**src/rtl/glitch_sequencer.sv**
```systemverilog
// glitch_sequencer: schedules clock-glitch enable windows relative to the
// rising edge of a DUT GPIO trigger. After the trigger edge it waits the
// programmed offset, then issues a train of pulses of programmed width,
// count and spacing. The latched phase select goes to the external delay-line stage.
module glitch_sequencer #(
  parameter int CNT_W = 16,
  parameter int WID_W = 4,
  parameter int REP_W = 4,
  parameter int PH_W  = 3
) (
  input  logic             clk,
  input  logic             rst,
  input  logic             cfg_valid,
  output logic             cfg_ready,
  input  logic [CNT_W-1:0] cfg_offset,
  input  logic [WID_W-1:0] cfg_width,
  input  logic [REP_W-1:0] cfg_repeat,
  input  logic [CNT_W-1:0] cfg_gap,
  input  logic [PH_W-1:0]  cfg_phase,
  input  logic             arm,
  input  logic             abort,
  input  logic             trigger,
  output logic             glitch_en,
  output logic [PH_W-1:0]  glitch_phase,
  output logic             busy,
  output logic             done,
  output logic             missed,
  output logic [REP_W-1:0] pulse_cnt,
  output logic [CNT_W-1:0] cycle_cnt
);

  typedef enum logic [2:0] {
    S_IDLE,
    S_ARMED,
    S_OFFSET,
    S_PULSE,
    S_GAP,
    S_DONE
  } state_t;

  state_t           state_q, state_d;
  logic             trg_q;
  logic [CNT_W-1:0] off_q, off_d;
  logic [WID_W-1:0] wid_q, wid_d;
  logic [CNT_W-1:0] gap_q, gap_d;
  logic [REP_W-1:0] pulse_cnt_q, pulse_cnt_d;
  logic [CNT_W-1:0] cycle_cnt_q, cycle_cnt_d;
  logic             glitch_en_q, glitch_en_d;
  logic             done_q, done_d;
  logic             missed_q, missed_d;
  logic             cfg_ready_q, busy_q;

  logic [CNT_W-1:0] cfg_offset_q;
  logic [WID_W-1:0] cfg_width_q;
  logic [REP_W-1:0] cfg_repeat_q;
  logic [CNT_W-1:0] cfg_gap_q;
  logic [PH_W-1:0]  cfg_phase_q;

  logic             cfg_we;
  logic             rise;
  logic             last_pulse;
  logic [WID_W-1:0] eff_width;
  logic [REP_W-1:0] eff_repeat;
  logic [CNT_W-1:0] eff_gap;
  logic [CNT_W-1:0] cycle_inc;

  // A zero field means "one", so every counter below has a reachable target.
  assign eff_width  = (cfg_width_q  == '0) ? WID_W'(1) : cfg_width_q;
  assign eff_repeat = (cfg_repeat_q == '0) ? REP_W'(1) : cfg_repeat_q;
  assign eff_gap    = (cfg_gap_q    == '0) ? CNT_W'(1) : cfg_gap_q;

  assign cfg_we     = cfg_valid & cfg_ready_q;
  assign rise       = trigger & ~trg_q;
  assign last_pulse = (pulse_cnt_q >= (eff_repeat - REP_W'(1)));
  assign cycle_inc  = (cycle_cnt_q == '1) ? cycle_cnt_q : (cycle_cnt_q + CNT_W'(1));

  // Next-state logic. The offset counter starts at 0 on the trigger edge so the
  // PULSE state (and glitch_en with it) begins exactly offset+1 edges later.
  always_comb begin
    state_d     = state_q;
    off_d       = off_q;
    wid_d       = wid_q;
    gap_d       = gap_q;
    pulse_cnt_d = pulse_cnt_q;
    cycle_cnt_d = cycle_cnt_q;
    glitch_en_d = glitch_en_q;
    done_d      = done_q;
    missed_d    = missed_q;
    if (abort) begin
      state_d     = S_IDLE;
      glitch_en_d = 1'b0;
      done_d      = 1'b0;
      missed_d    = 1'b0;
    end else begin
      case (state_q)
        S_IDLE, S_DONE: begin
          if (arm) begin
            state_d     = S_ARMED;
            done_d      = 1'b0;
            missed_d    = 1'b0;
            pulse_cnt_d = '0;
            cycle_cnt_d = '0;
          end
        end
        S_ARMED: begin
          if (rise) begin
            state_d     = S_OFFSET;
            cycle_cnt_d = '0;
            off_d       = '0;
          end
        end
        S_OFFSET: begin
          cycle_cnt_d = cycle_inc;
          if (!trigger) begin
            state_d  = S_DONE;
            done_d   = 1'b1;
            missed_d = 1'b1;
          end else if (off_q == cfg_offset_q) begin
            state_d     = S_PULSE;
            wid_d       = WID_W'(1);
            glitch_en_d = 1'b1;
          end else begin
            off_d = off_q + CNT_W'(1);
          end
        end
        S_PULSE: begin
          cycle_cnt_d = cycle_inc;
          if (wid_q == eff_width) begin
            // Final high cycle ends at this edge: the pulse counts as complete.
            pulse_cnt_d = pulse_cnt_q + REP_W'(1);
            glitch_en_d = 1'b0;
            if (last_pulse) begin
              state_d = S_DONE;
              done_d  = 1'b1;
            end else if (!trigger) begin
              state_d  = S_DONE;
              done_d   = 1'b1;
              missed_d = 1'b1;
            end else begin
              state_d = S_GAP;
              gap_d   = CNT_W'(1);
            end
          end else if (!trigger) begin
            state_d     = S_DONE;
            done_d      = 1'b1;
            missed_d    = 1'b1;
            glitch_en_d = 1'b0;
          end else begin
            wid_d = wid_q + WID_W'(1);
          end
        end
        S_GAP: begin
          cycle_cnt_d = cycle_inc;
          if (!trigger) begin
            state_d  = S_DONE;
            done_d   = 1'b1;
            missed_d = 1'b1;
          end else if (gap_q == eff_gap) begin
            state_d     = S_PULSE;
            wid_d       = WID_W'(1);
            glitch_en_d = 1'b1;
          end else begin
            gap_d = gap_q + CNT_W'(1);
          end
        end
        default: begin
          state_d     = S_IDLE;
          glitch_en_d = 1'b0;
        end
      endcase
    end
  end

  // State, counters, registered status outputs and config latch.
  always_ff @(posedge clk) begin
    if (rst) begin
      state_q      <= S_IDLE;
      trg_q        <= 1'b1;
      off_q        <= '0;
      wid_q        <= '0;
      gap_q        <= '0;
      pulse_cnt_q  <= '0;
      cycle_cnt_q  <= '0;
      glitch_en_q  <= 1'b0;
      done_q       <= 1'b0;
      missed_q     <= 1'b0;
      cfg_ready_q  <= 1'b1;
      busy_q       <= 1'b0;
      cfg_offset_q <= '0;
      cfg_width_q  <= '0;
      cfg_repeat_q <= '0;
      cfg_gap_q    <= '0;
      cfg_phase_q  <= '0;
    end else begin
      state_q     <= state_d;
      trg_q       <= trigger;
      off_q       <= off_d;
      wid_q       <= wid_d;
      gap_q       <= gap_d;
      pulse_cnt_q <= pulse_cnt_d;
      cycle_cnt_q <= cycle_cnt_d;
      glitch_en_q <= glitch_en_d;
      done_q      <= done_d;
      missed_q    <= missed_d;
      cfg_ready_q <= (state_d == S_IDLE) || (state_d == S_DONE);
      busy_q      <= (state_d == S_ARMED) || (state_d == S_OFFSET) ||
                     (state_d == S_PULSE) || (state_d == S_GAP);
      if (cfg_we) begin
        cfg_offset_q <= cfg_offset;
        cfg_width_q  <= cfg_width;
        cfg_repeat_q <= cfg_repeat;
        cfg_gap_q    <= cfg_gap;
        cfg_phase_q  <= cfg_phase;
      end
    end
  end

  assign cfg_ready    = cfg_ready_q;
  assign busy         = busy_q;
  assign done         = done_q;
  assign missed       = missed_q;
  assign glitch_en    = glitch_en_q;
  assign glitch_phase = cfg_phase_q;
  assign pulse_cnt    = pulse_cnt_q;
  assign cycle_cnt    = cycle_cnt_q;

endmodule

```
**config.mk**
```make
export PLATFORM = sky130hd
export DESIGN_NAME = glitch_sequencer
export DESIGN_NICKNAME = d
export VERILOG_FILES = /design/src/rtl/glitch_sequencer.sv
export SDC_FILE = /design/constraint.sdc
export NUM_CORES = 1
export LEC_CHECK = 0
export BUFFER_PORTS_ARGS = -buffer_cell sky130_fd_sc_hd__clkbuf_2
export CORE_ASPECT_RATIO = 0.8
export CORE_MARGIN = 2
export CORE_UTILIZATION = 55
export CTS_CLUSTER_SIZE = 10
export DETAILED_ROUTE_END_ITERATION = 6
export PLACE_DENSITY = 0.77
export SKIP_LAST_GASP = 1
export SLEW_MARGIN = 0
export SYNTH_ARGS = -nofsm -noshare
export SYNTH_HDL_FRONTEND = slang
export SYNTH_SLANG_ARGS = --single-unit
```
**constraint.sdc**
```tcl
create_clock -name clk -period 4.8 [get_ports clk]
set_input_delay 0.96 -clock clk [delete_from_list [all_inputs] [get_ports clk]]
set_output_delay 0.96 -clock clk [all_outputs]
set_load 0.005 [all_outputs]
```
==> results of run 1 <==
kinds of logic after synthesis:
logic type / Yosys count / share of synthesized area
XOR/XNOR: 62 / 0.0995
multiplexers: 5 / 0.00940
adder cells (fa/ha/maj): 8 / 0.0183
flip-flops: 108 / 0.396
AND/OR/NAND/NOR: 317 / 0.281
buffers and inverters: 43 / 0.0335
AO/OA/AOI/OAI: 137 / 0.162
metal layers:
metal,wire length [µm],track usage,vias up,part of all wire
li1,-,-,2475,-
met1,6080,0.346,2321,0.48
met2,5750,0.401,149,0.45
met3,741,0.0661,19,0.058
met4,143,0.0643,0,0.011
met5,0,0,-,0
final cells by class:
type | count | area [µm²]
fillers | 853 | 3430
clock buffers | 9 | 225
repair buffers | 79 | 403
well taps | 136 | 170
flip-flops and latches | 108 | 2160
multi-input cells | 529 | 3110
clock inverters | 7 | 115
inverters | 8 | 30.0
stage by stage:
step	instances	setup WS, ns	util	hold slack (ns)
CTS	876	1.97	0.644	0.464
finish	876	1.95	0.644	0.459
global placement	860	1.88	0.609	0.444
detailed placement	860	1.83	0.609	0.455
global route	876	1.66	0.644	0.478
floorplan	680	2.29	-	0.436
power groups by stage:
stage	logic (µW)	clock network, µW	registers (µW)
2_1_floorplan	116	0	957
4_1_cts	164	850	945
3_5_place_dp	163	0	966
3_3_place_gp	159	0	964
5_1_grt	188	887	948
6_report	164	835	945
registers in the layout (all words and copies together) (netlist names):
register	count
busy	1
cfg_gap_q	16
cfg_offset_q	16
cfg_ready	1
cfg_repeat_q	4
cfg_width_q	4
cycle_cnt	16
done	1
gap_q	16
glitch_en	1
glitch_phase	3
missed	1
off_q	16
pulse_cnt	4
state_q	3
trg_q	1
wid_q	4
worst max-delay path, cell delays in order (launching register included):
cell and delay (ns):
dfxtp_1 0.66, nor2b_4 0.36, nand2_1 0.18, nor3_2 0.40, nand2_2 0.19, a21oi_2 0.54
a31oi_1 0.18, a41o_1 0.23
cell usage in the layout, fill, tap and decap left out, types with 3 or more instances in the layout:
cell type  netlist  final
or4_1            3      3
a41o_1           4      4
clkbuf_16        0      9
and3_1          11     11
nand2_1        127    127
nor4_1          11     11
a21oi_1         69     69
nand2b_1         6      6
clkbuf_2         1     76
o21ai_0         16     16
a31oi_1          3      3
xnor2_1         22     22
o21a_1           4      4
a21o_1           9      9
nor4b_1          3      3
mux2i_1          4      4
nor3_1          19     19
or2_2            4      4
buf_4            0      3
nor2_1          59     59
nor2b_1          6      6
nor3b_1          3      3
nor3_2           3      3
nand3b_1         3      3
nand4_1         14     14
xor2_1          40     40
bufinv_16        0      3
nand3_1         21     21
a211oi_1         3      3
ha_1             8      8
or3_1            9      9
and2_1           4      4
inv_1            8      8
a41oi_1          4      4
dfxtp_1        108    108
how the worst min path moves through the flow:
stage | endpoint | slack, ns | cells after the start
floorplan | cfg_gap_q[0] | 0.44 | 2
global placement | glitch_phase[1] | 0.44 | 2
detailed placement | glitch_phase[2] | 0.45 | 2
CTS | glitch_phase[2] | 0.46 | 2
global route | glitch_phase[2] | 0.48 | 2
finish | glitch_phase[2] | 0.46 | 2
==> impl_results.md, run 1 <==
* Status: finished, final reports clean
* Ys Warns at 0
* Reg power frac at 0.486
* First-pass iteration count of the detailed router at 5
* Combinational power share at 0.084
* Port Buffer Count at between 70 and 80
* Clock Root Buffer: clkbuf_16
* Ant diodes at 0
* Final setup viols at 0
* Max Slew Vio Count at 0
* Initial DRC count at roughly 280
* Max Clk Rate at between 0.3 and 0.4 GHz
* Share of cells above drive strength 1 at 0.161
* Origin of the critical flop-to-flop path: state_q[1]
* CTS max path bufs at 2
* Async set-reset flop share out of synthesis at 0
* Min-delay worst type: flip-flop to flip-flop
* Worst reg-to-reg setup slack at about 1.9 ns
* Gate Count Post-Synth at about 700
* Die Y at between 90 and 100 µm
* Internal Power at ~1500 µW
* EDFF count, synth at 0
* Ys flop type: dfxtp_1
* Worst Reg-to-Reg Cells at 7
* Design area at about 6200 µm²
* Startpoint types: flip-flop
* CP arrival at between 3 and 4 ns
* Post-DP HPWL at 9220 µm
* Yosys reg bits at roughly 110
* Net switching power at 451 µW
* Core Area at approximately 9600 µm²
* Leakage at 0.00256 µW
* Initial antenna violation count at 0
* Total die area at approximately 11000 µm²
* Area after DPL at 5880 µm²
* Endpoints failing hold at 0
* Synth unique cells at slightly below 70
* Req. time, crit path at ~5.0 ns
* Worst R2R End: gap_q[13]
* Maximum VDD drop at approximately 0.23 mV
* Area leader, netlist: dfxtp_1
* Synth Net Count at about 740
* Syn avg cell area at about 8 µm²
* Max_slew headroom at 0.298
* TritonCTS clock tree: done
* # resized after CTS at 0
* Remaining Overflow, GRT at 0
* RSZ-0062 raised after global routing: no
* Hold_buf cts at 0
* CTS Buf Count at 9
* All-Layer GR Usage at 0.254
* Synth area leaders: dfxtp_1 40%, nand2_1 8.7%, xor2_1 6.4%
* Clock power share at 0.429
* H-tree Lvls at 3
* IO Pins at 77
* Via/cell ratio at ~5.7
* Die width at around 120 µm
* Sequential area share after synthesis at 0.396
* Syn-to-layout area delta at 13.9%
* Fin crit share at 0.594
* HP Start: glitch_phase[2]
* Switching part of the total at 0.232
* Most common cell in the netlist: nand2_1
* Top cells by count, synth: 127 x nand2_1, 108 x dfxtp_1, 69 x a21oi_1, 59 x nor2_1, 40 x xor2_1
* Routed WL at around 13000 µm
* Vias in the first global route at approximately 4700
* Clock Pin Slew Worst Setup and Hold Paths at 0.07 ns
* Final Critical Period at approximately 2.9 ns
* Postcts setup bufs at 0
* Worst-path fanout max at 19
* Starting Density at 0.566
* First-pass GRT wire length at roughly 22000 µm
* MaxCap Viol Count at 0
* Setup CP Type: flip-flop to flip-flop
* Pwr Total at ~2000 µW
* Crit. Startpoint: state_q[1]
* Remaining DRCs at 0
* Layout net count at approximately 800
* Synthesized cell area at roughly 5500 µm²
* CTS Sinks at ~110
* Sum Neg Setup Slack at 0 ns
* Clk_lat worst skew at approximately 0.35 ns
* Share of Yosys cell area claimed by the top area cell type at 0.396
* Clk_skew at roughly 0.0052 ns
* Worst slew pin tran at about 1.1 ns
* Pwr per Cell Area at ~310 nW/µm²
* Gpl congestion at just under 0.9
* Critical path endpoint: gap_q[13]
* Worst Setup End Kind: flip-flop
* Largest net degree at the start of global routing at 56
* Std-Cell Rows at 32
* Detail Route Antenna Nets at 0
* Avg WL per Cell at between 10 and 15 µm
* DR vias at around 5000
Note: power is estimated with default switching activity, not from simulation.
==> run 2, diff against run 1 <==
- ABC_AREA: default -> 1
- clock period: 4.8 -> 2.75 ns (I/O delays scaled with it)
==> impl_results.md, run 2 <==
* Synth Net Count at 903 (+23%)
* Async set-reset flop share out of synthesis at 0 (unchanged)
* Synth area leaders: dfxtp_1 37%, nor2_1 11%, nand2_1 9.0%
* CTS Sinks at 108 (unchanged)
* Top cells by count, synth: 178 x nor2_1, 140 x nand2_1, 108 x dfxtp_1, 60 x inv_1, 59 x o21ai_0
* Initial DRC count at 418 (+49%)
* Area leader, netlist: dfxtp_1
* Pwr Total at 3340 µW (+72%)
* Port Buffer Count at 76 (unchanged)
* # resized after CTS at 0 (unchanged)
* All-Layer GR Usage at 0.256 (+0.00183)
* EDFF count, synth at 0 (unchanged)
* Crit. Startpoint: cfg_repeat_q[1]
* RSZ-0062 raised after global routing: no
* Syn avg cell area at 6.88 µm² (-14%)
* Ys flop type: dfxtp_1
* Most common cell in the netlist: nor2_1
* Die Y at 96.0 µm (+3.1%)
* Final Critical Period at 2.32 ns (-0.534 ns)
* Core Area at 10300 µm² (+6.5%)
* Remaining DRCs at 0 (unchanged)
* Most common cell after layout, fill and taps aside: nor2_1
* Post-DP HPWL at 10400 µm (+13%)
* Clock Root Buffer: clkbuf_16
* Min-delay worst type: primary input to flip-flop
* MaxCap Viol Count at 0 (unchanged)
* IO Pins at 77 (unchanged)
* Clock Pin Slew Worst Setup and Hold Paths at 0.07 ns (about the same)
* Vias in the first global route at 4942 (+4.3%)
* Routed WL at 13800 µm (+8.9%)
* Startpoint types: flip-flop
* Hold_buf cts at 0 (unchanged)
* Share of cells above drive strength 1 at 0.142 (-0.0187)
* Largest net degree at the start of global routing at 39 (-30%)
* Ys Warns at 0 (unchanged)
* Clk_skew at 0.00606 ns (+0.000861 ns)
* Die width at 119 µm (+3.1%)
* Remaining Overflow, GRT at 0 (unchanged)
* First-pass iteration count of the detailed router at 6 (+1)
* HP Start: cfg_gap[11]
* Worst-path fanout max at 9 (-10)
* Share of Yosys cell area claimed by the top area cell type at 0.372 (-0.0245)
* Std-Cell Rows at 33 (+3.1%)
* First-pass GRT wire length at 23400 µm (+5.7%)
* Max Slew Vio Count at 0 (unchanged)
* Most frequent cells in the layout: 178 x nor2_1, 140 x nand2_1, 108 x dfxtp_1, 76 x clkbuf_2, 60 x inv_1
* Layout net count at 975 (+23%)
* Worst slew pin tran at 0.764 ns (-0.287 ns)
* Status: finished, final reports clean
* Avg WL per Cell at 13.0 µm (-10%)
* Syn-to-layout area delta at 13.7%
* Synthesized cell area at 5820 µm² (+6.6%)
* Origin of the critical flop-to-flop path: cfg_repeat_q[1]
* Postcts setup bufs at 0 (unchanged)
* Detail Route Antenna Nets at 0 (unchanged)
* Sum Neg Setup Slack at 0 ns (unchanged)
* Pre-CTS worst setup slack at 0.451 ns (-1.38 ns)
* Leakage at 0.00273 µW (+6.8%)
* Final WS setup at 0.432 ns (-1.52 ns)
* Max Clk Rate at 0.431 GHz (+23%)
* Ant diodes at 0 (unchanged)
* Via/cell ratio at 5.21 (-8.0%)
* CP arrival at 2.60 ns (-0.50 ns)
* Max_slew headroom at 0.490 (+0.192)
* Synth unique cells at 42 (-38%)
* TritonCTS clock tree: done
* H-tree Lvls at 3 (unchanged)
* Fin crit share at 0.843 (+0.249)
* Sequential area share after synthesis at 0.372 (-0.0245)
* Final setup viols at 0 (unchanged)
* CTS max path bufs at 2 (unchanged)
* Clk_lat worst skew at 0.35 ns (about the same)
* Total die area at 11400 µm² (+6.3%)
* Gate Count Post-Synth at 846 (+24%)
* Yosys reg bits at 108 (unchanged)
* DR vias at 5534 (+11%)
* Initial antenna violation count at 0 (unchanged)
* Gpl congestion at 0.949 (+9.5%)
* Req. time, crit path at 3.03 ns (-2.01 ns)
* Maximum VDD drop at 0.477 mV (+110%)
* Endpoints failing hold at 0 (unchanged)
* Worst Setup End Kind: flip-flop
* Fillers at 954 (+12%)
* CTS Buf Count at 9 (unchanged)
* Setup CP Type: flip-flop to flip-flop
* Starting Density at 0.566 (about the same)
* Pwr per Cell Area at 505 nW/µm² (+62%)
## run 2: kinds of logic (layout without fill, tap and decap cells)
logic type,Yosys count,after routing,share of synthesized area
AND/OR/NAND/NOR,443,443,0.330
buffers and inverters,96,172,0.0688
AO/OA/AOI/OAI,133,133,0.125
XOR/XNOR,58,58,0.0873
adder cells (fa/ha/maj),8,8,0.0172
flip-flops,108,108,0.372
## run 2: final timing paths
check,to,slack [ns],cells after the start
setup reg to reg,gap_q[8],0.43,15
setup / recovery,gap_q[8],0.43,15
hold / removal,cfg_gap_q[11],0.45,3
hold reg to reg,cfg_repeat_q[2],0.48,2
## run 2: per-layer routing
metal | part of all wire | track usage
met1 | 0.52 | 0.379
met2 | 0.40 | 0.377
met3 | 0.078 | 0.0616
met4 | 0.0063 | 0.0516
met5 | 0 | 0
## run 2: final cells by class
cell class                 instances  area (µm²)  area share
timing repair buffer              88         470      0.0711
sequential                       108        2160       0.327
multi-input combinational        642        3250       0.492
tap                              140         175      0.0265
inverter                          69         259      0.0392
clock buffer                      12         246      0.0373
clock inverter                     3        46.3     0.00700
## run 2: report_power, final
group | switching (µW) | total, µW | internal, µW
logic | 225 | 371 | 145
clock network | 568 | 1300 | 730
registers | 48.9 | 1670 | 1620
total | 842 | 3340 | 2500
## run 2: critical path, stage by stage, from the launching register on
cell and delay [ns]:
dfxtp_1 0.35, inv_1 0.06, nand2_1 0.07, o21bai_1 0.08, nor2_1 0.18, xor2_1 0.16, inv_1 0.05, ha_1 0.26
nand2_1 0.06, inv_1 0.03, nand2_1 0.05, nand2_1 0.11, o21ai_4 0.32, buf_4 0.23, nand3_1 0.08, a21oi_1 0.14
## run 2: metrics by stage
stage                     hold slack [ns]  cell area, µm²  cells  utilization
after floorplan                     0.456            5820    846            -
after global placement              0.466            6320   1047        0.615
after detailed placement            0.475            6320   1047        0.615
after CTS                           0.444            6610   1062        0.643
after global routing                0.460            6610   1062        0.643
final                               0.448            6610   1062        0.643
==> run 3, diff against run 2 <==
- ABC_AREA: 1 -> 0
- clock period: 2.75 -> 2.25 ns (I/O delays scaled with it)
==> impl_results.md, run 3 (synthesis results as in run 1) <==
* Status: complete, but fails checks
* Violations in the final reports: negative setup slack
* Hold slack at 0.308 ns (-0.140 ns)
* Min-delay worst type: primary input to flip-flop
* WL met3 at 800 µm (-26%)
* Final WS setup at -0.0303 ns (-0.462 ns)
* MaxCap Viol Count at 0 (unchanged)
* HP Start: cfg_repeat[3]
* Port Buffer Count at 76 (unchanged)
* Fillers at 728 (-24%)
* Die Y at 93.1 µm (-3.0%)
* Final setup viols at 7 (+7)
* Worst slew pin tran at 0.597 ns (-0.167 ns)
* Clock Pin Slew Worst Setup and Hold Paths at 0.07 ns (about the same)
* Remaining Overflow, GRT at 0 (unchanged)
* Final Util at 0.729 (+0.0857)
* CTS Buf Count at 9 (unchanged)
* Starting Density at 0.566 (about the same)
* Worst Setup End Kind: flip-flop
* RSZ-0062 raised after global routing: yes
* Max Slew Vio Count at 0 (unchanged)
* Hold Path Cell Cnt at 3 (unchanged)
* Most common cell after layout, fill and taps aside: nand2_1
* Clock power share at 0.407 (+0.018)
* Req. time, crit path at 2.49 ns (-0.54 ns)
* Layout net count at 862 (-12%)
* Worst reg-to-reg setup slack at -0.03 ns (-0.46 ns)
* Ant diodes at 0 (unchanged)
* Post-DP HPWL at 10000 µm (-3.7%)
* Internal Power at 3160 µW (+26%)
* CTS max path bufs at 2 (unchanged)
* Clock Root Buffer: clkbuf_16
* Die width at 115 µm (-3.0%)
* Endpoints failing hold at 0 (unchanged)
* Maximum VDD drop at 0.559 mV (+17%)
* Routed WL at 14700 µm (+6.1%)
* Core Area at 9650 µm² (-6.1%)
* Worst Reg-to-Reg Cells at 11 (-4)
* Share of cells above drive strength 1 at 0.274 (+0.132)
* CP arrival at 2.52 ns (-0.08 ns)
* CTS Sinks at 108 (unchanged)
* Avg WL per Cell at 15.5 µm (+19%)
* Via/cell ratio at 5.65 (+8.5%)
* Gpl congestion at 0.957 (+0.80%)
* Fin crit share at 1.01 (+0.171)
* TritonCTS clock tree: done
* Vias in the first global route at 4937 (-0.10%)
* Std-Cell Rows at 32 (-3.0%)
* Switching part of the total at 0.248 (-0.00359)
* Worst R2R End: gap_q[12]
* H-tree Lvls at 3 (unchanged)
* Pwr per Cell Area at 598 nW/µm² (+18%)
* Startpoint types: flip-flop
* Initial DRC count at 373 (-11%)
* Max Clk Rate at 0.439 GHz (+1.7%)
* Total die area at 10700 µm² (-5.9%)
* Final Critical Period at 2.28 ns (-0.0377 ns)
* Worst-path fanout max at 6 (-3)
* Top layer in use: met4
* Syn-to-layout area delta at 28.9%
* Sum Neg Setup Slack at -0.0952 ns (-0.0952 ns)
* Largest net degree at the start of global routing at 54 (+38%)
* Hold worst-path end: cfg_repeat_q[3]
* Max_slew headroom at 0.602 (+0.112)
* Leakage at 0.00296 µW (+8.5%)
* Detail Route Antenna Nets at 0 (unchanged)
* DR vias at 5349 (-3.3%)
* First-pass GRT wire length at 23400 µm (unchanged)
* Most frequent cells in the layout: 127 x nand2_1, 100 x dfxtp_1, 76 x clkbuf_2, 68 x a21oi_1, 67 x buf_4
* WL met2 at 6830 µm (+24%)
* Origin of the critical flop-to-flop path: cfg_repeat_q[0]
* Combinational power share at 0.114 (+0.003)
* Remaining DRCs at 0 (unchanged)
* All-Layer GR Usage at 0.270 (+0.0149)
* Setup CP Type: flip-flop to flip-flop
* Wire length on met1 at 6880 µm (-4.1%)
* Initial antenna violation count at 0 (unchanged)
* Reg power frac at 0.479 (-0.021)
* First-pass iteration count of the detailed router at 4 (-2)
* Clk_lat worst skew at 0.35 ns (about the same)
* Net switching power at 1040 µW (+24%)
* IO Pins at 77 (unchanged)
* Clk_skew at 0.00519 ns (-0.000871 ns)
run 3: area by class of cell:
type	instances	area [µm²]	area share
clock buffer	9	225	0.0320
clock inverter	7	98.8	0.0141
tap	136	170	0.0242
sequential	108	2180	0.310
inverter	8	30.0	0.00427
multi-input combinational	529	3350	0.476
timing repair buffer	149	982	0.140
run 3: routing by layer:
metal  track usage  vias up
met5             0        -
met4        0.0643        0
met3        0.0518       15
met2         0.427      173
met1         0.382     2548
li1              -     2613
run 3: worst max-delay path by stage:
stage / cells after the start / to / slack [ns] / from
CTS: 11 / gap_q[12] / -0.07 / cfg_repeat_q[0]
global placement: 10 / gap_q[6] / -0.07 / cfg_repeat_q[1]
global route: 10 / gap_q[12] / -0.19 / cfg_gap_q[8]
finish: 11 / gap_q[12] / -0.03 / cfg_repeat_q[0]
floorplan: 9 / gap_q[10] / 0.003 / cfg_repeat_q[0]
detailed placement: 10 / gap_q[12] / -0.23 / cfg_repeat_q[1]
run 3: critical path, stage by stage (launching register included):
cell and delay [ns]:
dfxtp_2 0.36, buf_4 0.14, o31ai_4 0.07, ha_1 0.23
nor3_1 0.31, o2bb2ai_2 0.17, buf_6 0.17, nand2_8 0.07
a2111oi_4 0.29, buf_4 0.19, a21o_1 0.12, nand2_1 0.06
run 3: what timing repair did:
| action | 4_1_cts | 5_1_grt |
|---|---|---|
| endpoints found under the setup margin | 22 | 40 |
| gates resized for setup | 18 | 34 |
| gates cloned | 0 | 1 |
| pin swaps | 7 | 13 |
| hold buffers | 0 | 0 |
| buffers inserted | 5 | 11 |
run 3: power groups by stage:
stage	clock [µW]	combinational [µW]	sequential [µW]
6_report	1710	479	2010
5_1_grt	1800	529	2020
4_1_cts	1730	421	2010
3_5_place_dp	0	401	2050
3_3_place_gp	0	388	2050
2_1_floorplan	0	248	2040
run 3: through the flow:
stage	instances	total power, µW	instance area (µm²)	setup slack [ns]
final	946	4210	7030	-0.0303
after global routing	946	4350	7030	-0.190
after CTS	934	4160	6740	-0.0720
after detailed placement	913	2450	6300	-0.228
after global placement	913	2440	6300	-0.0740
after floorplan	680	2290	5460	0.00266
